**src/rtl/spi_pkg.sv**
```systemverilog
// Shared types and helpers for the multi-byte SPI peripheral.
//   spi_periph_state_e : peripheral FSM states
//   SPI_BITS_PER_BYTE  : bits per SPI byte
//   count_width()      : width of a counter that must hold 0..max_count
package spi_pkg;

    localparam int SPI_BITS_PER_BYTE = 8;

    typedef enum logic [1:0] {
        IDLE,
        LOAD,
        SHIFT
    } spi_periph_state_e;

    function automatic int count_width(input int max_count);
        return $clog2(max_count + 1);
    endfunction

endpackage

```
**src/rtl/spi_peripheral_mb_if.sv**
```systemverilog
// Host-side byte interface of the SPI peripheral.
//   tx_dv/tx_byte -> peripheral, tx_ready/tx_underrun <- peripheral
//   rx_dv/rx_byte/rx_count <- peripheral
// slave modport is the peripheral's view, master modport the host's view.
interface spi_peripheral_mb_if
    import spi_pkg::*;
#(
    parameter int CW = count_width(4)
);
    logic          tx_dv;
    logic [7:0]    tx_byte;
    logic          tx_ready;
    logic          tx_underrun;
    logic          rx_dv;
    logic [7:0]    rx_byte;
    logic [CW-1:0] rx_count;

    modport slave (
        input  tx_dv, tx_byte,
        output tx_ready, tx_underrun, rx_dv, rx_byte, rx_count
    );

    modport master (
        output tx_dv, tx_byte,
        input  tx_ready, tx_underrun, rx_dv, rx_byte, rx_count
    );
endinterface

```
**src/rtl/spi_sync_edge.sv**
```systemverilog
// Multi-flop synchroniser for an asynchronous pin, with edge pulses.
//   clk, rst : system clock, async active-high reset
//   din      : asynchronous pin
//   level    : synchronised level
//   rise     : one-cycle pulse on a synchronised 0->1 transition
//   fall     : one-cycle pulse on a synchronised 1->0 transition
module spi_sync_edge #(
    parameter int   SYNC_STAGES = 2,
    parameter logic RESET_VAL   = 1'b0
) (
    input  logic clk,
    input  logic rst,
    input  logic din,
    output logic level,
    output logic rise,
    output logic fall
);
    logic [SYNC_STAGES-1:0] sync_q;
    logic                   prev_q;

    always_ff @(posedge clk or posedge rst) begin
        if (rst) begin
            sync_q <= {SYNC_STAGES{RESET_VAL}};
            prev_q <= RESET_VAL;
        end else begin
            sync_q <= {sync_q[SYNC_STAGES-2:0], din};
            prev_q <= sync_q[SYNC_STAGES-1];
        end
    end

    assign level = sync_q[SYNC_STAGES-1];
    assign rise  = level & ~prev_q;
    assign fall  = ~level & prev_q;
endmodule

```
**src/rtl/spi_peripheral_mb.sv**
```systemverilog
// Multi-byte SPI mode-0 peripheral. Oversamples the SPI pins on clk,
// deserialises PICO into bytes, serialises queued TX bytes onto POCI and
// counts complete bytes per chip-select window (saturating).
//   clk, rst    : system clock, async active-high reset
//   bus         : host byte interface (slave modport)
//   spi_clk     : SCLK from controller
//   spi_cs_n    : chip select, active low
//   spi_pico    : controller-out data
//   spi_poci    : peripheral-out data
//   spi_poci_oe : POCI output enable
//
// state | meaning
// IDLE  | not selected, POCI released
// LOAD  | CS just fell: load first TX byte, clear counters
// SHIFT | selected: sample on SCLK rise, shift out on SCLK fall
module spi_peripheral_mb
    import spi_pkg::*;
#(
    parameter int         MAX_BYTES_PER_CS = 4,
    parameter logic [7:0] DEFAULT_BYTE     = 8'hFF,
    parameter int         SYNC_STAGES      = 2
) (
    input  logic                clk,
    input  logic                rst,
    spi_peripheral_mb_if.slave  bus,
    input  logic                spi_clk,
    input  logic                spi_cs_n,
    input  logic                spi_pico,
    output logic                spi_poci,
    output logic                spi_poci_oe
);
    localparam int CW = count_width(MAX_BYTES_PER_CS);
    localparam int BW = $clog2(SPI_BITS_PER_BYTE);
    localparam logic [CW-1:0] MAX_COUNT = CW'(MAX_BYTES_PER_CS);
    localparam logic [BW-1:0] LAST_BIT  = BW'(SPI_BITS_PER_BYTE - 1);

    logic sclk_rise, sclk_fall, sclk_level_unused;
    logic cs_rise, cs_fall, cs_level_unused;
    logic pico_s, pico_rise_unused, pico_fall_unused;

    spi_sync_edge #(.SYNC_STAGES(SYNC_STAGES), .RESET_VAL(1'b0)) u_sync_sclk (
        .clk(clk), .rst(rst), .din(spi_clk),
        .level(sclk_level_unused), .rise(sclk_rise), .fall(sclk_fall)
    );

    // cs_n resets high so an idle bus never looks like a fresh selection.
    spi_sync_edge #(.SYNC_STAGES(SYNC_STAGES), .RESET_VAL(1'b1)) u_sync_cs (
        .clk(clk), .rst(rst), .din(spi_cs_n),
        .level(cs_level_unused), .rise(cs_rise), .fall(cs_fall)
    );

    spi_sync_edge #(.SYNC_STAGES(SYNC_STAGES), .RESET_VAL(1'b0)) u_sync_pico (
        .clk(clk), .rst(rst), .din(spi_pico),
        .level(pico_s), .rise(pico_rise_unused), .fall(pico_fall_unused)
    );

    spi_periph_state_e state, state_next;

    logic [7:0]    tx_shift, rx_shift, hold_byte, rx_byte_q;
    logic          hold_valid, tx_underrun_q, rx_dv_q;
    logic [BW-1:0] bit_cnt;
    logic [CW-1:0] rx_count_q;
    logic          reload, shift_tx, rx_edge;

    always_ff @(posedge clk or posedge rst) begin
        if (rst) state <= IDLE;
        else     state <= state_next;
    end

    always_comb begin
        state_next = state;
        unique case (state)
            IDLE:    if (cs_fall) state_next = LOAD;
            LOAD:    state_next = cs_rise ? IDLE : SHIFT;
            SHIFT:   if (cs_rise) state_next = IDLE;
            default: state_next = IDLE;
        endcase
    end

    always_comb begin
        spi_poci_oe  = (state == SHIFT);
        spi_poci     = (state == SHIFT) ? tx_shift[7] : 1'b0;
        bus.tx_ready = ~hold_valid;
    end

    // A CS rise masks any SCLK edge seen in the same cycle.
    assign rx_edge  = (state == SHIFT) && !cs_rise && sclk_rise;
    assign shift_tx = (state == SHIFT) && !cs_rise && sclk_fall && (bit_cnt != '0);
    assign reload   = (state == LOAD) ||
                      ((state == SHIFT) && !cs_rise && sclk_fall && (bit_cnt == '0));

    always_ff @(posedge clk or posedge rst) begin
        if (rst) begin
            tx_shift      <= '0;
            rx_shift      <= '0;
            hold_byte     <= '0;
            hold_valid    <= 1'b0;
            tx_underrun_q <= 1'b0;
            rx_dv_q       <= 1'b0;
            rx_byte_q     <= '0;
            rx_count_q    <= '0;
            bit_cnt       <= '0;
        end else begin
            tx_underrun_q <= 1'b0;
            rx_dv_q       <= 1'b0;

            if (reload) begin
                if (hold_valid) begin
                    tx_shift <= hold_byte;
                end else begin
                    tx_shift      <= DEFAULT_BYTE;
                    tx_underrun_q <= 1'b1;
                end
            end else if (shift_tx) begin
                tx_shift <= {tx_shift[6:0], 1'b0};
            end

            // A reload draining the holding register wins over a write; an
            // empty register still accepts a write in a reload cycle.
            if (reload && hold_valid) begin
                hold_valid <= 1'b0;
            end else if (bus.tx_dv && !hold_valid) begin
                hold_valid <= 1'b1;
                hold_byte  <= bus.tx_byte;
            end

            if (state == LOAD) begin
                rx_count_q <= '0;
                bit_cnt    <= '0;
            end else if (rx_edge) begin
                rx_shift <= {rx_shift[6:0], pico_s};
                bit_cnt  <= bit_cnt + 1'b1;
                if (bit_cnt == LAST_BIT) begin
                    rx_byte_q <= {rx_shift[6:0], pico_s};
                    rx_dv_q   <= 1'b1;
                    if (rx_count_q != MAX_COUNT) rx_count_q <= rx_count_q + 1'b1;
                end
            end
        end
    end

    assign bus.tx_underrun = tx_underrun_q;
    assign bus.rx_dv       = rx_dv_q;
    assign bus.rx_byte     = rx_byte_q;
    assign bus.rx_count    = rx_count_q;
endmodule
```
**src/flat_wrapper.sv**
```systemverilog
// flat-port wrapper written by rule: the top's interface ports become plain ports
module spi_peripheral_mb_flat import spi_pkg::*;
#(
    parameter int         MAX_BYTES_PER_CS = 4,
    parameter logic [7:0] DEFAULT_BYTE     = 8'hFF,
    parameter int         SYNC_STAGES      = 2
)
  (clk, rst, spi_clk, spi_cs_n, spi_pico, spi_poci, spi_poci_oe, bus_tx_dv, bus_tx_byte, bus_tx_ready, bus_tx_underrun, bus_rx_dv, bus_rx_byte, bus_rx_count);
  spi_peripheral_mb_if bus_i ();
  input  logic clk;
  input  logic rst;
  input  logic spi_clk;
  input  logic spi_cs_n;
  input  logic spi_pico;
  output logic spi_poci;
  output logic spi_poci_oe;
  input wire logic [$bits(bus_i.tx_dv)-1:0] bus_tx_dv;
  input wire logic [$bits(bus_i.tx_byte)-1:0] bus_tx_byte;
  output wire logic [$bits(bus_i.tx_ready)-1:0] bus_tx_ready;
  output wire logic [$bits(bus_i.tx_underrun)-1:0] bus_tx_underrun;
  output wire logic [$bits(bus_i.rx_dv)-1:0] bus_rx_dv;
  output wire logic [$bits(bus_i.rx_byte)-1:0] bus_rx_byte;
  output wire logic [$bits(bus_i.rx_count)-1:0] bus_rx_count;
  assign bus_i.tx_dv = bus_tx_dv;
  assign bus_i.tx_byte = bus_tx_byte;
  assign bus_tx_ready = bus_i.tx_ready;
  assign bus_tx_underrun = bus_i.tx_underrun;
  assign bus_rx_dv = bus_i.rx_dv;
  assign bus_rx_byte = bus_i.rx_byte;
  assign bus_rx_count = bus_i.rx_count;
  spi_peripheral_mb #(.MAX_BYTES_PER_CS(MAX_BYTES_PER_CS), .DEFAULT_BYTE(DEFAULT_BYTE), .SYNC_STAGES(SYNC_STAGES)) u_core (.clk(clk), .rst(rst), .bus(bus_i), .spi_clk(spi_clk), .spi_cs_n(spi_cs_n), .spi_pico(spi_pico), .spi_poci(spi_poci), .spi_poci_oe(spi_poci_oe));
endmodule
```
**config.mk**
```make
export PLATFORM = sky130hd
export DESIGN_NAME = spi_peripheral_mb_flat
export DESIGN_NICKNAME = d
export VERILOG_FILES = /design/src/rtl/spi_pkg.sv /design/src/rtl/spi_peripheral_mb_if.sv /design/src/rtl/spi_sync_edge.sv /design/src/rtl/spi_peripheral_mb.sv /design/src/flat_wrapper.sv
export SDC_FILE = /design/constraint.sdc
export NUM_CORES = 1
export LEC_CHECK = 0
export CAP_MARGIN = 10
export CORE_ASPECT_RATIO = 1.25
export CORE_MARGIN = 2
export CORE_UTILIZATION = 45
export DETAILED_ROUTE_END_ITERATION = 10
export DONT_BUFFER_PORTS = 1
export HOLD_SLACK_MARGIN = 0.15
export MAX_ROUTING_LAYER = met4
export PLACE_DENSITY = 0.62
export SLEW_MARGIN = 20
export SYNTH_ARGS = -nofsm -noshare
export SYNTH_HDL_FRONTEND = slang
export SYNTH_SLANG_ARGS = --single-unit
```
**constraint.sdc**
```tcl
create_clock -name clk -period 1.8 [get_ports clk]
set_input_delay 0 -clock clk [delete_from_list [all_inputs] [get_ports clk]]
set_output_delay 0 -clock clk [all_outputs]
set_load 0.05 [all_outputs]
```
==> results.py, run 1 <==
metrics = {
    "critical_path": {
        "cp_max_fo": 10,
        "slowest_delay_ns": 0.42,
        "start_kind": "register",
        "crit_required_ns": 1.98,
        "critPathKind": "reg -> reg",
        "crit_family": "adder cells",
        "cpMostUsedCell": "ha_1",
        "worst_path_max_delay_cell": "dfrtp_1",
        "crit_chain": "ha_1 > ha_1 > nand3_2 > mux2_2",
        "end_kind": "register",
        "cp.arrival_ns": 1.72,
        "path_buf_inv": 0,
    },
    "clock_tree": {
        "cts_root_buf": "clkbuf_8",
        "postCtsResizedCells": 0,
        "cts_max_level": 2,
        "post_cts.repair.setup_buffers": 0,
        "clock_sinks": 50,
        "cts.reportedPaths.clkPinSlew_ns": 0.09,
        "clock_latency_ns": 0.30,
        "cts_hold_buf": 13,
        "numCtsBuffers": 5,
        "clock_path_buffers": 2,
        "cts_tree": "built",
    },
    "placed_design": {
        "port_buffers": 0,
        "dpl.hpwl_um": 2780,
        "dpl_cell_area_mm2": 0.00226,
        "place_congestion": 0.733,
    },
    "routing": {
        "initialDrtViolationCount": 78,
        "dr.pass1.iters": 4,
        "vias_per_cell": 5.36,
        "wl_per_cell_um": 15.2,
        "antenna_left": 0,
        "wl_um": 3730,
        "drcViolationCount": 0,
        "vias": 1319,
    },
    "synth": {
        "synth-simple-area-share_pct": 9.20,
        "syn_area_mm2": 0.00214,
        "synth_mux_area_share_pct": 14.1,
        "synth_most_common_cell": "dfrtp_1",
        "syn_inst": 162,
        "ys_top_cells_by_area": "dfrtp_1 55%, mux2_2 13%, dfstp_2 3.7%",
        "synth-seq-cells": 50,
        "synth-compound-area-share_pct": 11.2,
        "post-synth-top-area-cell": "dfrtp_1",
        "synth_adder_area_share_pct": 2.93,
        "async_flop_share_pct": 100,
        "synthFlopType": "dfrtp_1",
        "synth_top_family_by_area": "multiplexers",
        "postSynthAreaPerCell_um2": 13.2,
        "synth_fp_nets": 181,
        "synth_xor_area_share_pct": 0,
        "synth-edff-count": 0,
        "ys_warn_count": 0,
        "synth_top_area_share_pct": 55.1,
        "synth-seq-area-share_pct": 58.8,
        "synthDistinctLibCells": 37,
        "synth_common_cells": "47 x dfrtp_1, 25 x mux2_2, 9 x o211ai_1, 8 x a211oi_1",
    },
    "sta": {
        "slew_headroom_pct": 67.2,
        "final_hold_viol_count": 0,
        "worstMarginPinSlew_ns": 0.492,
        "rsz0062_at_grt": "no",
        "final.period_utilization_pct": 85.4,
        "final.setup.tns_ns": 0,
        "slew_viol_final": 0,
        "fin_skew_ns": 0.00909,
        "fmaxAchievable_mhz": 650,
        "setup_viol": 0,
        "post-route-min-period_ns": 1.54,
    },
    "hold_path": {
        "worstHoldPathType": "in -> async",
    },
    "die": {
        "die_area_mm2": 0.00532,
        "rows": 28,
        "die_h_um": 81.0,
        "die_w_um": 65.6,
        "core_mm2": 0.00466,
        "start_util_pct": 45.8,
        "io_pins": 30,
    },
    "grt": {
        "grt_pass1_wl_um": 6570,
        "grt.total_usage_pct": 16.9,
        "grt_max_degree": 24,
        "first_global_vias": 1374,
        "antenna_found_initial": 0,
        "grt_overflow": 0,
    },
    "layout": {
        "post-route-util_pct": 53.6,
        "final_area_mm2": 0.00250,
        "area_growth_pct": 17.0,
        "nFillCells": 404,
        "num_antenna_cells": 0,
        "drive_above_1_share_pct": 28.0,
        "final_nets": 204,
    },
    "run_status": {
        "status": "finished, final reports clean",
    },
    "power": {
        "power.leakage_nw": 1.16,
        "powerDensity_mw_per_mm2": 1210,
        "irDropWorstVdd_mv": 0.632,
    },
    "job": {
        "drv_cap": 0,
    },
}
kinds of logic (layout without fill, tap and decap cells):
group / count (synthesis) / count (layout)
adder cells (fa/ha/maj): 5 / 5
AND/OR/NAND/NOR: 30 / 30
flip-flops: 50 / 50
AO/OA/AOI/OAI: 32 / 32
buffers and inverters: 18 / 42
multiplexers: 27 / 27
worst paths after layout:
check,start,end,slack [ns],cells after the start
hold / removal,rst,u_core.hold_valid$_DFFE_PP0P_,0.17,2
max in group asynchronous,rst,u_core.u_sync_cs.prev_q$_DFF_PP1_,0.99,3
setup / recovery,u_core.bit_cnt[0]$_DFFE_PP0P_,u_core.bus.rx_byte[5]$_DFFE_PP0P_,0.26,4
min in group clk,spi_clk,u_core.u_sync_sclk.sync_q[0]$_DFF_PP0_,0.26,1
hold reg to reg,u_core.u_sync_sclk.sync_q[0]$_DFF_PP0_,u_core.u_sync_sclk.sync_q[1]$_DFF_PP0_,0.36,0
setup reg to reg,u_core.bit_cnt[0]$_DFFE_PP0P_,u_core.bus.rx_byte[5]$_DFFE_PP0P_,0.26,4
per-stage QoR:
stage,total power (W),std cells,hold WS (ns),setup WS (ns)
after floorplan,0.00209,162,0.00448,0.240
after global placement,0.00223,225,-0.0823,0.314
after detailed placement,0.00228,225,-0.0716,0.260
after CTS,0.00306,246,0.185,0.248
after global routing,0.00324,246,0.201,0.167
final,0.00303,246,0.170,0.262
registers in the layout, indices dropped and copies added (netlist names), 2 cells and up:
register and cells:
u_core.u_sync_sclk.sync_q 2, u_core.rx_shift 7, u_core.hold_byte 8, u_core.bus.rx_count 3
u_core.bit_cnt 3, u_core.bus.rx_byte 8, u_core.u_sync_pico.sync_q 2, u_core.state 2
u_core.tx_shift 8, u_core.u_sync_cs.sync_q 2
cells in the final DEF, fill, tap and decap left out, drive strengths merged, types with 3 or more instances in the layout:
| cell | count |
|---|---|
| dfrtp | 47 |
| mux2 | 25 |
| dlygate4sd3 | 13 |
| buf | 13 |
| o211ai | 9 |
| a211oi | 8 |
| nor3 | 7 |
| o31ai | 7 |
| inv | 7 |
| clkbuf | 6 |
| ha | 5 |
| nand2 | 4 |
| nand2b | 3 |
| and2b | 3 |
| dfstp | 3 |
power breakdown:
group	switching (W)	total (W)	internal, W	leakage (nW)
clock network	0.000348	0.000762	0.000414	0.0514
registers	0.000161	0.00154	0.00138	0.635
logic	0.000372	0.000727	0.000354	0.472
total	0.000881	0.00303	0.00214	1.16
cell type report:
class	count	area [um^2]	area share [%]
repair buffers	26	228	9.11
multi-input cells	94	801	32.0
clock inverters	2	37.5	1.50
well taps	60	75.1	3.00
inverters	8	30.0	1.20
clock buffers	6	72.6	2.90
flip-flops and latches	50	1250	50.2
worst register-to-register path, stage by stage (launching register included):
cell and delay (ns):
dfrtp_1 0.42, ha_1 0.21, ha_1 0.22, nand3_2 0.21
mux2_2 0.38
layer usage:
| layer | GRT usage (%) | vias up | share of wire [%] |
|---|---|---|---|
| met4 | 6.67 | 0 | 1.5 |
| li1 | - | 631 | - |
| met5 | - | - | 0 |
| met2 | 28.7 | 24 | 56 |
| met1 | 18.8 | 660 | 38 |
| met3 | 4.71 | 4 | 4.0 |
No activity file was read; power rests on OpenSTA's default activity.
==> run 2: changes to the inputs <==
CORE_UTILIZATION = 60   (was 45)
PLACE_DENSITY = 0.78   (was 0.62)
==> results.py, run 2 (same netlist as run 1, synthesis figures left out) <==
metrics = {
    "critical_path": {
        "reg2regPathDepth": 4,
        "crit_required_ns": 1.99,
        "timing.rr.start": "u_core.bit_cnt[0]$_DFFE_PP0P_",
        "r2r_slack_ns": 0.22,
        "cp.arrival_ns": 1.76,
        "end_kind": "register",
        "critPathKind": "reg -> reg",
        "start_kind": "register",
        "r2r_end": "u_core.bus.rx_byte[4]$_DFFE_PP0P_",
        "cp_max_fo": 10,
    },
    "placed_design": {
        "dpl_cell_area_mm2": 0.00224,
        "dpl.cell_count": 203,
        "dpl.hpwl_um": 2840,
        "place_congestion": 0.757,
        "port_buffers": 0,
    },
    "routing": {
        "antenna_left": 0,
        "drcViolationCount": 0,
        "vias": 1364,
        "wl_um": 4260,
        "initialDrtViolationCount": 72,
        "vias_per_cell": 6.09,
        "wl_per_cell_um": 19.0,
        "dr.pass1.iters": 4,
    },
    "layout": {
        "multiInputGateArea_um2": 801,
        "final_area_mm2": 0.00247,
        "nFillCells": 220,
        "area_growth_pct": 15.8,
        "mostFrequentLayoutCells": "47 x dfrtp_1, 25 x mux2_2, 13 x dlygate4sd3_1, 11 x buf_4, 9 x o211ai_1",
        "finalNonFillerCells": 224,
        "register_area_mm2": 0.00125,
        "num_antenna_cells": 0,
        "drive_above_1_share_pct": 27.0,
        "final_nets": 203,
        "final_common_cell": "dfrtp_1",
    },
    "sta": {
        "final_hold_viol_count": 0,
        "hold_ws_ns": 0.190,
        "post-route-min-period_ns": 1.58,
        "fin_skew_ns": 0.0119,
        "rsz0062_at_grt": "no",
        "setup_viol": 0,
        "slew_headroom_pct": 66.7,
        "fmaxAchievable_mhz": 634,
        "final.setup.tns_ns": 0,
        "slew_viol_final": 0,
        "final.period_utilization_pct": 87.6,
        "worstMarginPinSlew_ns": 0.499,
    },
    "grt": {
        "antenna_found_initial": 0,
        "grt_max_degree": 51,
        "grt.total_usage_pct": 23.6,
        "first_global_vias": 1427,
        "grt_overflow": 0,
        "grt_pass1_wl_um": 6950,
    },
    "clock_tree": {
        "cts_root_buf": "clkbuf_8",
        "cts_tree": "built",
        "numCtsBuffers": 5,
        "clock_path_buffers": 2,
        "cts.reportedPaths.clkPinSlew_ns": 0.09,
        "clock_latency_ns": 0.30,
        "post_cts.repair.setup_buffers": 0,
        "cts_max_level": 2,
        "postCtsResizedCells": 0,
        "clock_sinks": 50,
        "cts_hold_buf": 13,
    },
    "job": {
        "drv_cap": 0,
    },
    "die": {
        "rows": 24,
        "core_mm2": 0.00345,
        "io_pins": 30,
        "die_w_um": 57.4,
        "die_area_mm2": 0.00406,
        "die_h_um": 70.7,
        "start_util_pct": 61.8,
    },
    "power": {
        "powerDensity_mw_per_mm2": 1240,
        "irDropWorstVdd_mv": 0.916,
        "p_total_w": 0.00307,
        "power.leakage_nw": 1.16,
    },
    "run_status": {
        "status": "finished, final reports clean",
    },
    "hold_path": {
        "worstHoldPathType": "in -> async",
    },
}
==> run 2: cell count changes in the layout (fill, tap and decap cells not counted), sizes merged <==
cell / previous run / this run
clkbuf: 6 / 7
clkinvlp: 1 / 0
buf: 13 / 12
==> run 2: area by class of cell <==
class	count	share of cell area, %
clock inverters	1	1.21
flip-flops and latches	50	50.7
inverters	8	1.21
clock buffers	7	3.09
repair buffers	25	9.41
multi-input cells	94	32.4
well taps	39	1.97
==> run 2: routing by layer <==
layer | vias to the layer above | share of wire [%] | GRT usage (%)
li1 | 632 | - | -
met1 | 684 | 40 | 27.5
met2 | 40 | 54 | 40.0
met3 | 8 | 3.7 | 5.48
met4 | 0 | 1.7 | 7.75
met5 | - | 0 | -
==> run 2: critical path: stages (launching register included) <==
cell	delay (ns)
dfrtp_1	0.43
ha_1	0.22
ha_1	0.23
nand3_2	0.22
mux2_2	0.38
==> run 2: through the flow <==
stage	util (%)	worst slack [ns]
final	71.6	0.224
after global routing	71.6	0.148
after CTS	71.6	0.233
after detailed placement	64.8	0.241
after global placement	64.8	0.325
after floorplan	-	0.240
==> run 2: worst max path at each step <==
stage / startpoint / end / slack (ns) / depth (start not counted)
after global placement: u_core.bit_cnt[0]$_DFFE_PP0P_ / u_core.bus.rx_byte[0]$_DFFE_PP0P_ / 0.32 / 4
after CTS: u_core.bit_cnt[0]$_DFFE_PP0P_ / u_core.bus.rx_byte[5]$_DFFE_PP0P_ / 0.23 / 4
after detailed placement: u_core.u_sync_cs.prev_q$_DFF_PP1_ / u_core.bus.rx_byte[4]$_DFFE_PP0P_ / 0.24 / 3
after global routing: u_core.u_sync_cs.prev_q$_DFF_PP1_ / u_core.bus.rx_byte[5]$_DFFE_PP0P_ / 0.15 / 3
after floorplan: u_core.bus.rx_count[0]$_DFFE_PP0P_ / u_core.bus.rx_count[1]$_DFFE_PP0P_ / 0.24 / 5
final: u_core.bit_cnt[0]$_DFFE_PP0P_ / u_core.bus.rx_byte[4]$_DFFE_PP0P_ / 0.22 / 4
==> run 2: report_power, final <==
group	internal, W	switching, W	total, W
registers	0.00138	0.000171	0.00155
logic	0.000358	0.000391	0.000749
clock network	0.000416	0.000358	0.000774
total	0.00215	0.000920	0.00307
==> run 3: changes to the inputs <==
ABC_AREA = 1   (was unset)
CORE_UTILIZATION = 55   (was 60)
PLACE_DENSITY = 0.75   (was 0.78)
clock period = 1.3 ns   (was 1.8 ns; I/O delays follow)
==> results.py, run 3 <==
metrics = {
    "run_status": {
        "status": "finished, violations left",
        "violations": "negative setup slack",
    },
    "sta": {
        "final.period_utilization_pct": 101,
        "setup_slack_ns": -0.0136,
        "post-route-min-period_ns": 1.31,
        "rsz0062_at_grt": "yes",
        "fin_skew_ns": 0.00878,
        "slew_viol_final": 0,
        "hold_ws_ns": 0.179,
        "setup_viol": 3,
        "worstMarginPinSlew_ns": 0.442,
        "slew_headroom_pct": 70.6,
        "fmaxAchievable_mhz": 761,
        "final_hold_viol_count": 0,
    },
    "grt": {
        "first_global_vias": 1565,
        "antenna_found_initial": 0,
        "grt_max_degree": 51,
        "grt_pass1_wl_um": 6700,
        "grt.total_usage_pct": 21.4,
        "grt_overflow": 0,
    },
    "placed_design": {
        "dpl.hpwl_um": 2520,
        "port_buffers": 0,
        "dpl.cell_count": 281,
        "place_congestion": 0.827,
        "place_ws_ns": -0.0489,
    },
    "synth": {
        "syn_area_mm2": 0.00211,
        "ys_warn_count": 0,
        "synth-edff-count": 0,
        "synthFlopType": "dfrtp_1",
        "synthDistinctLibCells": 23,
        "synth_common_cells": "53 x nand2_1, 47 x dfrtp_1, 26 x inv_1, 25 x o21ai_0, 13 x nor2_1",
        "synth_most_common_cell": "nand2_1",
        "async_flop_share_pct": 100,
        "synth_top_area_share_pct": 55.7,
        "synth-seq-area-share_pct": 59.4,
        "ys_top_cells_by_area": "dfrtp_1 56%, nand2_1 9.4%, o21ai_0 5.9%",
        "synth-seq-cells": 50,
        "postSynthAreaPerCell_um2": 9.69,
        "post-synth-top-area-cell": "dfrtp_1",
        "synth_fp_nets": 237,
        "syn_inst": 218,
    },
    "layout": {
        "mostFrequentLayoutCells": "47 x nand2_1, 45 x dfrtp_1, 26 x buf_4, 20 x inv_1, 16 x o21ai_0",
        "drive_above_1_share_pct": 33.5,
        "num_antenna_cells": 0,
        "final_common_cell": "nand2_1",
        "finalNonFillerCells": 306,
        "area_growth_pct": 30.3,
        "final_nets": 284,
    },
    "clock_tree": {
        "numCtsBuffers": 5,
        "clock_latency_ns": 0.30,
        "cts_root_buf": "clkbuf_8",
        "clock_sinks": 50,
        "cts_max_level": 2,
        "clock_path_buffers": 2,
        "cts.reportedPaths.clkPinSlew_ns": 0.09,
        "cts_tree": "built",
    },
    "die": {
        "die_area_mm2": 0.00436,
        "die_w_um": 59.4,
        "io_pins": 30,
        "start_util_pct": 56.8,
        "die_h_um": 73.3,
        "core_mm2": 0.00372,
        "rows": 25,
    },
    "critical_path": {
        "crit_start": "u_core.u_sync_cs.prev_q$_DFF_PP1_",
        "start_kind": "register",
        "end_kind": "register",
        "crit_required_ns": 1.49,
        "path_buf_inv": 2,
        "crit_chain": "inv_2 > nand2_4 > nand3_4 > buf_4 > o21ai_0 > nand2_1",
        "timing.rr.start": "u_core.u_sync_cs.prev_q$_DFF_PP1_",
        "cp_max_fo": 6,
        "crit_family": "flip-flops",
        "slowest_delay_ns": 0.54,
        "cp.arrival_ns": 1.50,
        "critPathKind": "reg -> reg",
        "worst_path_max_delay_cell": "dfstp_2",
        "r2r_slack_ns": -0.01,
    },
    "power": {
        "p_int_w": 0.00304,
        "power_frac_seq_pct": 47.1,
        "power.leakage_nw": 1.36,
        "power.switching_w": 0.00161,
        "p_sw_share_pct": 34.6,
        "clkPwrFrac_pct": 19.9,
        "powerDensity_mw_per_mm2": 1690,
        "p_comb_share_pct": 33.0,
        "p_total_w": 0.00465,
        "irDropWorstVdd_mv": 1.25,
    },
    "hold_path": {
        "worstHoldPathType": "in -> async",
    },
    "job": {
        "drv_cap": 0,
    },
    "routing": {
        "antenna_left": 0,
        "wl_per_cell_um": 13.1,
        "vias": 1582,
        "wl_um": 4010,
        "initialDrtViolationCount": 66,
        "vias_per_cell": 5.17,
        "dr.pass1.iters": 4,
        "drcViolationCount": 0,
    },
}
[run 3: cell count changes after synthesis, moves of 8 or more]
cell      delta
nand3_1     +11
inv_1       +19
nand2_1     +50
mux2_2      -18
o21ai_0     +24
nor2_1      +11
o211ai_1     -9
a21oi_1      +8
a211oi_1     -8
[run 3: path summary, 6_finish.rpt]
kind | depth (start not counted) | to
max | 6 | u_core.bus.rx_byte[4]$_DFFE_PP0P_
max reg2reg | 6 | u_core.bus.rx_byte[4]$_DFFE_PP0P_
min in group clk | 1 | u_core.u_sync_cs.sync_q[0]$_DFF_PP1_
min reg2reg | 0 | u_core.u_sync_pico.sync_q[1]$_DFF_PP0_
max in group asynchronous | 3 | u_core.u_sync_cs.prev_q$_DFF_PP1_
min | 3 | u_core.u_sync_pico.sync_q[1]$_DFF_PP0_
[run 3: power groups by stage]
stage | Sequential (W) | Clock, W | Combinational, W
5_1_grt | 0.00223 | 0.00102 | 0.00169
3_3_place_gp | 0.00218 | 0 | 0.00122
2_1_floorplan | 0.00214 | 0 | 0.000932
6_report | 0.00219 | 0.000928 | 0.00153
4_1_cts | 0.00217 | 0.000948 | 0.00133
3_5_place_dp | 0.00220 | 0 | 0.00126
[run 3: stage by stage]
stage          utilization [%]  instance area (um^2)   TNS (ns)
2_1_floorplan                -                  2150      -1.46
3_3_place_gp              64.3                  2390  -0.000364
3_5_place_dp              64.3                  2390     -0.166
4_1_cts                   71.3                  2660    -0.0774
5_1_grt                   73.9                  2750     -0.934
6_report                  73.9                  2750    -0.0254
[run 3: logic make-up after synthesis]
family | Yosys count | synth area share, %
muxes | 7 | 3.73
and+or+nand+nor | 89 | 19.2
DFF | 50 | 59.4
adders and majority gates | 5 | 2.96
buffers and inverters | 33 | 6.45
AOI/OAI and AO/OA | 34 | 8.23
[run 3: timing repair]
action	4_1_cts	5_1_grt
gates resized for setup	8	29
pin swaps	6	14
buffers inserted	1	2
endpoints found under the setup margin	20	30
hold buffers	13	0
cloned	1	0
endpoints found under the hold margin	62	0
[run 3: worst min-delay path, stage by stage]
cell and delay [ns]:
dlygate4sd3_1 0.55, inv_2 0.07, buf_12 0.24
[run 3: routing by layer]
layer / up-vias / part of all wire, % / track usage (%)
met5: - / 0 / -
met4: 0 / 2.4 / 11.4
met3: 12 / 3.3 / 4.75
met2: 34 / 55 / 36.3
met1: 745 / 39 / 22.8
li1: 791 / - / -
[run 3: layout make-up]
cell class / count / area, um^2
flip-flops and latches: 50 / 1260
repair buffers: 44 / 399
inverters: 28 / 113
fillers: 246 / 970
clock inverters: 2 / 12.5
clock buffers: 6 / 82.6
multi-input cells: 136 / 838
well taps: 40 / 50.0
